$ cat config.mk
export PLATFORM = sky130hd
export DESIGN_NAME = axi4_mem_slave
export DESIGN_NICKNAME = d
export VERILOG_FILES = /design/src/rtl/axi4_mem_slave.sv
export SDC_FILE = /design/constraint.sdc
export NUM_CORES = 1
export LEC_CHECK = 0
export BUFFER_PORTS_ARGS = -buffer_cell sky130_fd_sc_hd__buf_2
export CAP_MARGIN = 20
export CORE_MARGIN = 3
export CORE_UTILIZATION = 30
export DETAILED_ROUTE_END_ITERATION = 8
export HOLD_SLACK_MARGIN = 0.02
export PLACE_DENSITY = 0.56
export SETUP_SLACK_MARGIN = 0.5
export SLEW_MARGIN = 0
export SYNTH_ARGS = -nofsm -noshare
export SYNTH_HDL_FRONTEND = slang
export SYNTH_SLANG_ARGS = --single-unit
$ cat constraint.sdc
create_clock -name clk -period 7.8 [get_ports clk]
set_input_delay 1.17 -clock clk [delete_from_list [all_inputs] [get_ports clk]]
set_output_delay 1.17 -clock clk [all_outputs]
set_load 0.05 [all_outputs]
$ cat src/rtl/axi4_mem_slave.sv
// axi4_mem_slave: single-transaction AXI4 INCR burst responder that turns each
// burst into a sequence of word accesses on a native valid/ready memory port.
// AW/AR handshakes and the write-data path are combinational by design so a
// same-cycle native memory sustains one write beat per cycle.
module axi4_mem_slave #(
   parameter int AXI_ADDR_W = 32,
   parameter int AXI_DATA_W = 32,
   parameter int AXI_LEN_W  = 8,
   parameter int AXI_ID_W   = 1
) (
   input  logic                    clk,
   input  logic                    rst,
   // write address
   input  logic [AXI_ID_W-1:0]     s_axi_awid,
   input  logic [AXI_ADDR_W-1:0]   s_axi_awaddr,
   input  logic [AXI_LEN_W-1:0]    s_axi_awlen,
   input  logic [2:0]              s_axi_awsize,
   input  logic [1:0]              s_axi_awburst,
   input  logic                    s_axi_awvalid,
   output logic                    s_axi_awready,
   // write data
   input  logic [AXI_DATA_W-1:0]   s_axi_wdata,
   input  logic [AXI_DATA_W/8-1:0] s_axi_wstrb,
   input  logic                    s_axi_wlast,
   input  logic                    s_axi_wvalid,
   output logic                    s_axi_wready,
   // write response
   output logic [AXI_ID_W-1:0]     s_axi_bid,
   output logic [1:0]              s_axi_bresp,
   output logic                    s_axi_bvalid,
   input  logic                    s_axi_bready,
   // read address
   input  logic [AXI_ID_W-1:0]     s_axi_arid,
   input  logic [AXI_ADDR_W-1:0]   s_axi_araddr,
   input  logic [AXI_LEN_W-1:0]    s_axi_arlen,
   input  logic [2:0]              s_axi_arsize,
   input  logic [1:0]              s_axi_arburst,
   input  logic                    s_axi_arvalid,
   output logic                    s_axi_arready,
   // read data
   output logic [AXI_ID_W-1:0]     s_axi_rid,
   output logic [AXI_DATA_W-1:0]   s_axi_rdata,
   output logic [1:0]              s_axi_rresp,
   output logic                    s_axi_rlast,
   output logic                    s_axi_rvalid,
   input  logic                    s_axi_rready,
   // native memory port
   output logic                    mem_valid,
   output logic [AXI_ADDR_W-1:0]   mem_addr,
   output logic [AXI_DATA_W-1:0]   mem_wdata,
   output logic [AXI_DATA_W/8-1:0] mem_wstrb,
   input  logic [AXI_DATA_W-1:0]   mem_rdata,
   input  logic                    mem_ready
);

   localparam int STRB_W = AXI_DATA_W / 8;
   localparam logic [AXI_ADDR_W-1:0] STRIDE     = AXI_ADDR_W'(STRB_W);
   localparam logic [AXI_ADDR_W-1:0] ALIGN_MASK = ~(STRIDE - AXI_ADDR_W'(1));

   typedef enum logic [2:0] {
      IDLE    = 3'd0,
      WR_DATA = 3'd1,
      WR_RESP = 3'd2,
      RD_REQ  = 3'd3,
      RD_DATA = 3'd4
   } state_t;

   state_t                  state_r, state_s;
   logic [AXI_ADDR_W-1:0]   addr_r;
   logic [AXI_LEN_W-1:0]    len_r;
   logic [AXI_LEN_W-1:0]    beat_r;
   logic [AXI_ID_W-1:0]     id_r;
   logic                    err_r;
   logic [AXI_DATA_W-1:0]   rdata_r;
   logic                    rlast_r;

   logic                    awready_s, arready_s, wready_s;
   logic                    bvalid_s, rvalid_s, mem_valid_s;
   logic [AXI_DATA_W-1:0]   mem_wdata_s;
   logic [STRB_W-1:0]       mem_wstrb_s;
   logic                    w_hs_s;
   logic                    last_beat_s;

   // size and burst type are fixed by the system (INCR, full width)
   logic unused_s;
   assign unused_s = ^{s_axi_awsize, s_axi_awburst, s_axi_arsize, s_axi_arburst};

   assign last_beat_s = (beat_r == len_r);

   // next-state logic and combinational handshake/native-port outputs
   always_comb begin
      state_s     = state_r;
      awready_s   = 1'b0;
      arready_s   = 1'b0;
      wready_s    = 1'b0;
      bvalid_s    = 1'b0;
      rvalid_s    = 1'b0;
      mem_valid_s = 1'b0;
      mem_wdata_s = '0;
      mem_wstrb_s = '0;
      w_hs_s      = 1'b0;
      case (state_r)
         IDLE: begin
            awready_s = s_axi_awvalid;
            arready_s = s_axi_arvalid & ~s_axi_awvalid;
            if (s_axi_awvalid) begin
               state_s = WR_DATA;
            end else if (s_axi_arvalid) begin
               state_s = RD_REQ;
            end else begin
               state_s = IDLE;
            end
         end
         WR_DATA: begin
            // an all-zero strobe beat is swallowed without touching memory
            mem_valid_s = s_axi_wvalid & (|s_axi_wstrb);
            mem_wdata_s = s_axi_wdata;
            mem_wstrb_s = s_axi_wstrb;
            wready_s    = (|s_axi_wstrb) ? mem_ready : 1'b1;
            w_hs_s      = s_axi_wvalid & wready_s;
            if (w_hs_s && last_beat_s) begin
               state_s = WR_RESP;
            end else begin
               state_s = WR_DATA;
            end
         end
         WR_RESP: begin
            bvalid_s = 1'b1;
            if (s_axi_bready) begin
               state_s = IDLE;
            end else begin
               state_s = WR_RESP;
            end
         end
         RD_REQ: begin
            mem_valid_s = 1'b1;
            if (mem_ready) begin
               state_s = RD_DATA;
            end else begin
               state_s = RD_REQ;
            end
         end
         RD_DATA: begin
            rvalid_s = 1'b1;
            if (s_axi_rready) begin
               state_s = rlast_r ? IDLE : RD_REQ;
            end else begin
               state_s = RD_DATA;
            end
         end
         default: begin
            state_s = IDLE;
         end
      endcase
   end

   // state register plus burst address/counter, error flag and read data holding
   always_ff @(posedge clk or posedge rst) begin
      if (rst) begin
         state_r <= IDLE;
         addr_r  <= '0;
         len_r   <= '0;
         beat_r  <= '0;
         id_r    <= '0;
         err_r   <= 1'b0;
         rdata_r <= '0;
         rlast_r <= 1'b0;
      end else begin
         state_r <= state_s;
         case (state_r)
            IDLE: begin
               if (s_axi_awvalid) begin
                  id_r   <= s_axi_awid;
                  len_r  <= s_axi_awlen;
                  addr_r <= s_axi_awaddr & ALIGN_MASK;
                  beat_r <= '0;
                  err_r  <= 1'b0;
               end else if (s_axi_arvalid) begin
                  id_r   <= s_axi_arid;
                  len_r  <= s_axi_arlen;
                  addr_r <= s_axi_araddr & ALIGN_MASK;
                  beat_r <= '0;
               end
            end
            WR_DATA: begin
               if (w_hs_s) begin
                  addr_r <= addr_r + STRIDE;
                  beat_r <= beat_r + AXI_LEN_W'(1);
                  if (s_axi_wlast != last_beat_s) begin
                     err_r <= 1'b1;
                  end
               end
            end
            RD_REQ: begin
               if (mem_ready) begin
                  rdata_r <= mem_rdata;
                  rlast_r <= last_beat_s;
               end
            end
            RD_DATA: begin
               if (s_axi_rready) begin
                  addr_r <= addr_r + STRIDE;
                  beat_r <= beat_r + AXI_LEN_W'(1);
               end
            end
            default: begin
            end
         endcase
      end
   end

   assign s_axi_awready = awready_s;
   assign s_axi_arready = arready_s;
   assign s_axi_wready  = wready_s;
   assign s_axi_bvalid  = bvalid_s;
   assign s_axi_bid     = id_r;
   assign s_axi_bresp   = (state_r == WR_RESP && err_r) ? 2'b10 : 2'b00;
   assign s_axi_rvalid  = rvalid_s;
   assign s_axi_rid     = id_r;
   assign s_axi_rdata   = rdata_r;
   assign s_axi_rresp   = 2'b00;
   assign s_axi_rlast   = rlast_r;
   assign mem_valid     = mem_valid_s;
   assign mem_addr      = addr_r;
   assign mem_wdata     = mem_wdata_s;
   assign mem_wstrb     = mem_wstrb_s;

endmodule

==> out/qor.yml, run 1 <==
drt:
  drc: 0
  drt-total-wl_mm: 17.8
  via_per_inst: 5.07
  wl_per_cell_um: 18.1
  drt-initial-drc-count: 234
  vias: 4988
  firstDrtPassIters: 5
  drtAntennaViolNets: 0
timing:
  period_share: 0.462
  hold_violations: 0
  fin_crit_ns: 3.61
  worst_slack_ns: 4.19
  fin_tns_setup_ns: 0
  fin_skew_ns: 0.00863
  fmax_mhz: 277
  slew_headroom: 0.353
  rsz0062_at_grt: "false"
  report.final.slew_viol_count: 0
  hold_ws_ns: 0.501
  setup_viol: 0
  tightest_slew_ns: 0.962
global_route:
  grt_pass1_wl_mm: 27.2
  antenna_found_initial: 0
  grt_pass1_vias: 5117
  overflow: 0
  track_usage: 0.189
  grt_max_degree: 85
worst_setup_path:
  cp_num_buf_inv: 3
  cp_max_fo: 49
  worstPathCellList: "buf_2, buf_4, and2_1, buf_2"
  cp_top_family: "buffers and inverters"
  worst-path-stages: 4
  critPathRequiredTime_ns: 6.63
  startpoint_type: "input pin"
  ff2ff_path_depth: 4
  cp.arrival_ns: 2.44
  critPathKind: "in -> out"
  cpPeakStageDelay_ns: 0.56
  crit_top_cell: "buf_2"
  ff2ff_setup_slack_ns: 5.23
  regToRegStartpoint: "state_r[1]"
  cpMaxStageDelayCell: "buf_4"
  cp-end-kind: "output pin"
  worstReg2RegEnd: "mem_addr[4]"
yosys:
  syn_inst: 515
  synthArstFlopShare: 1.00
  netlist_area_um2: 4970
  synth_top_area_cell: "dfrtp_1"
  synth_commonest_cells: "84 x dfrtp_1, 42 x mux2_2, 39 x and2_1, 39 x nand2_1, 27 x mux2i_1"
  ys.flop_type: "dfrtp_1"
  ys_types: 62
  synth.top_cell.area_share: 0.423
  synth_edf_count: 0
  synth_seq_cells: 84
  yosysMostFrequentCell: "dfrtp_1"
  synth_area_per_cell_um2: 9.64
  yosys_warnings: 0
  synthTopCellsByArea: "dfrtp_1 42%, mux2_2 9.5%, mux2i_1 5.4%, and2_1 4.9%, nand2_1 2.9%"
  ys_seq_area_frac: 0.423
placement:
  preCtsSetupSlack_ns: 4.17
  place_area_um2: 6450
  port_buffers: 262
  dp_hpwl_mm: 13.4
  gp_congestion: 0.847
  placedCellCount: 965
die:
  dieArea_um2: 18100
  rows: 46
  io-pin-count: 282
  die_h_um: 135
  fp.dieW_um: 135
  core_um2: 16100
  initial_core_util: 0.309
job:
  drv_cap: 0
power:
  p_int_mw: 1.47
  ir_drop_mv: 0.282
  pwr-share-clk: 0.134
  p_sw_mw: 1.96
  pwr-share-comb: 0.617
  powerDensity_nw_per_um2: 505
  switching_share: 0.572
  p_total_mw: 3.44
  seqPwrFrac: 0.249
  power.leakage_nw: 3.33
min_path:
  hold_start: "len_r[7]"
  holdPathEnd: "len_r[7]"
  hp-class: "reg -> reg"
  hold_depth: 2
finish:
  seq_area_um2: 2100
  n_antenna_cell: 0
  fin_util: 0.423
  finalNetCount: 933
  area.growth.synth_to_final_pct: 36.9
  final_cell_count_no_fill: 983
  fillers: 1597
  drive_gt1_frac: 0.443
  multiInputGateArea_um2: 2690
  final_cell_area_um2: 6800
clock_network:
  cts_buffers: 9
  ctsHoldBuffers: 0
  clkSinkCount: 84
  clk_pin_slew_ns: 0.06
  cts_tree: "built"
  root_buffer: "clkbuf_16"
  cts_buffer_depth: 2
  h-tree-depth: 3
  cts_setup_buffers: 0
  ctsResizeCount: 0
  worstSkewPairLatency_ns: 0.35
run_status:
  run_status: "completed"
==> how the worst max path moves through the flow <==
stage,startpoint,endpoint,slack (ns)
detailed placement,s_axi_wstrb[1],mem_addr[31],4.17
finish,s_axi_awvalid,s_axi_awready,4.19
floorplan,state_r[1],s_axi_bresp[1],3.94
CTS,state_r[2],mem_wdata[1],4.09
global placement,s_axi_awvalid,s_axi_awready,4.22
global route,s_axi_awvalid,s_axi_awready,4.10
==> cell usage in the layout (no fill, tap or decap), drive strengths merged, types with 14 or more instances in the layout <==
cell type,count
buf,270
dfrtp,84
mux2,42
nand2,39
and2,39
o21ai,30
mux2i,27
nor2,24
a21oi,23
a211oi,14
==> worst min-delay path: stages (launching register included) <==
cell and delay [ns]:
dfrtp_1 0.35, nand2_1 0.05, o21ai_0 0.06
==> power by group through the flow <==
stage | Clock [mW] | Sequential, mW | Combinational (mW)
3_5_place_dp | 0 | 0.857 | 2.12
5_1_grt | 0.489 | 0.888 | 2.26
6_report | 0.460 | 0.856 | 2.12
2_1_floorplan | 0 | 1.37 | 1.05
4_1_cts | 0.470 | 0.851 | 2.13
3_3_place_gp | 0 | 0.847 | 2.10
==> area by class of cell <==
cell class	instances	area share
Multi-Input combinational cell	389	0.395
Sequential cell	84	0.309
Timing Repair Buffer	270	0.205
Tap cell	216	0.0397
Clock buffer	9	0.0331
Clock inverter	7	0.0129
Inverter	8	0.00460
==> flip-flops by register name, summed over array words and instances, names as in the netlist <==
| signal | flops |
|---|---|
| mem_addr | 30 |
| err_r | 1 |
| s_axi_rlast | 1 |
| beat_r | 8 |
| s_axi_rdata | 32 |
| len_r | 8 |
| state_r | 3 |
| s_axi_bid | 1 |
==> kinds of logic (layout without fill, tap and decap cells) <==
family	count (synthesis)	in the layout	synth area share
AOI/OAI and AO/OA	121	121	0.162
other	1	5	0.000755
muxes	69	69	0.150
xor gates and xnor gates	12	12	0.0212
DFF	84	84	0.423
adders and majority gates	2	2	0.00504
and+or+nand+nor	180	180	0.198
buffers and inverters	46	294	0.0403
==> metal layers <==
layer	GRT usage	up-vias	wire, um
li1	-	2375	-
met1	0.227	2395	7060
met2	0.331	204	8920
met3	0.0678	14	1640
met4	0.0356	0	167
met5	0	-	0
Power figures use the tool's default switching activity.
==> inputs of run 2 (changes only) <==
- PLACE_DENSITY: 0.56 -> 0.58
- clock period: 7.8 -> 3.2 ns (I/O delays scaled with it)
==> out/qor.yml, run 2 (synthesized netlist as in run 1, its figures left out) <==
run_status:
  run_status: "completed"
timing:
  fmax_mhz: 402
  tightest_slew_ns: 0.891  # -0.0713 ns
  hold_violations: 0  # unchanged
  fin_crit_ns: 2.49
  fin_skew_ns: 0.0101  # +0.00144 ns
  period_share: 0.777
  slew_headroom: 0.401  # +0.0479
  rsz0062_at_grt: "false"
  report.final.slew_viol_count: 0  # unchanged
  fin_tns_setup_ns: 0  # unchanged
  setup_viol: 0  # unchanged
clock_network:
  clk_pin_slew_ns: 0.07  # about the same
  ctsHoldBuffers: 0  # unchanged
  ctsResizeCount: 0  # unchanged
  clkSinkCount: 84  # unchanged
  h-tree-depth: 3  # unchanged
  worstSkewPairLatency_ns: 0.34  # about the same
  cts_tree: "built"
  root_buffer: "clkbuf_16"
  cts_buffers: 9  # unchanged
  cts_setup_buffers: 0  # unchanged
  cts_buffer_depth: 2  # unchanged
global_route:
  overflow: 0  # unchanged
  grt_pass1_wl_mm: 25.9  # -4.8%
  gr-usage-met3: 0.0648  # -0.00298
  use_met2: 0.302  # -0.0283
  grt_max_degree: 50  # -41%
  grt-busiest-layer: "met2"
  track_usage: 0.181  # -0.00895
  grt_pass1_vias: 4831  # -5.6%
  antenna_found_initial: 2  # +2
  grtUsageMet1: 0.221  # -0.00569
drt:
  drt-initial-drc-count: 204  # -13%
  drt-total-wl_mm: 16.9  # -5.1%
  wl_per_cell_um: 17.1  # -5.7%
  drc: 0  # unchanged
  firstDrtPassIters: 4  # -1
  via_per_inst: 4.91  # -3.3%
  drtAntennaViolNets: 0  # unchanged
  vias: 4852  # -2.7%
finish:
  finalNetCount: 938  # +0.54%
  final_cell_count_no_fill: 989  # +0.61%
  drive_gt1_frac: 0.448  # +0.00490
  largest_reg_flops: 32  # unchanged
  area.growth.synth_to_final_pct: 37.9
  fillers: 1611  # +0.88%
  layout_common_cells: "262 x buf_2, 84 x dfrtp_1, 42 x mux2_2, 39 x nand2_1, 39 x and2_1"
  layout_commonest_cell: "buf_2"
placement:
  placedCellCount: 972  # +0.73%
  dp_hpwl_mm: 12.8  # -4.2%
  gp_congestion: 0.799  # -5.6%
  port_buffers: 262  # unchanged
worst_setup_path:
  cpMaxStageDelayCell: "dfrtp_1"
  worstPathCellList: "nand2b_1, nor2_2, buf_4, and2_1, buf_2"
  cp.arrival_ns: 2.01  # -0.43 ns
  cp_max_fo: 38  # -22%
  cp-end-kind: "output pin"
  critPathRequiredTime_ns: 2.72  # -3.91 ns
  cp_num_buf_inv: 2  # -1
  critPathKind: "reg -> out"
  startpoint_type: "flip-flop"
  cpPeakStageDelay_ns: 0.48  # -0.08 ns
  worst-path-stages: 5  # +1
  ff2ff_path_depth: 5  # +1
  cp_top_family: "simple AND/OR/NAND/NOR gates"
die:
  die_h_um: 135  # unchanged
  fp.dieW_um: 135  # unchanged
  initial_core_util: 0.309  # unchanged
  io-pin-count: 282  # unchanged
  dieArea_um2: 18100  # unchanged
  core_um2: 16100  # unchanged
  rows: 46  # unchanged
power:
  powerDensity_nw_per_um2: 1230  # +140%
  ir_drop_mv: 0.760  # +170%
  power.leakage_nw: 3.36  # +0.87%
job:
  drv_cap: 0  # unchanged
min_path:
  hp-class: "in -> async"
==> run 2: cell type report <==
| cell class | count | area [um^2] | area share |
|---|---|---|---|
| tap | 216 | 270 | 0.0395 |
| clock inverter | 6 | 87.6 | 0.0128 |
| multi-input combinational | 389 | 2690 | 0.393 |
| timing repair buffer | 275 | 1420 | 0.208 |
| inverter | 8 | 31.3 | 0.00457 |
| clock buffer | 10 | 239 | 0.0349 |
| sequential | 84 | 2100 | 0.307 |
| antenna | 1 | 2.50 | 0.000365 |
==> run 2: stage by stage <==
step                      power, mW  hold slack (ns)  utilization  setup WS [ns]  instance area [um^2]
after global routing           8.91            0.267        0.426          0.544                  6850
after global placement         7.27            0.483        0.406          0.715                  6520
final                          8.40            0.211        0.426          0.713                  6850
after detailed placement       7.28            0.489        0.406          0.711                  6520
after floorplan                5.92            0.469            -          0.555                  4990
after CTS                      8.47            0.239        0.426          0.701                  6850
==> run 2: final timing paths <==
kind                                      from         endpoint  slack, ns
max in group asynchronous                  rst        beat_r[6]       2.26
worst max-delay path                state_r[2]     mem_wdata[9]       0.71
worst max register to register      state_r[2]     mem_addr[26]       0.72
worst min-delay path                       rst  s_axi_rdata[11]       0.21
worst min register to register  s_axi_rdata[8]   s_axi_rdata[8]       0.50
min in group clk                  mem_rdata[2]   s_axi_rdata[2]       0.36
==> run 2: power breakdown <==
| part | switching (mW) | internal, mW |
|---|---|---|
| sequential | 0.484 | 1.56 |
| combinational | 3.75 | 1.44 |
| clock | 0.451 | 0.706 |
| total | 4.69 | 3.71 |
==> run 2: routing by layer <==
metal | vias up | part of all wire
met4 | 2 | 0.010
met2 | 185 | 0.49
li1 | 2390 | -
met1 | 2259 | 0.40
met5 | - | 0.00065
met3 | 16 | 0.096
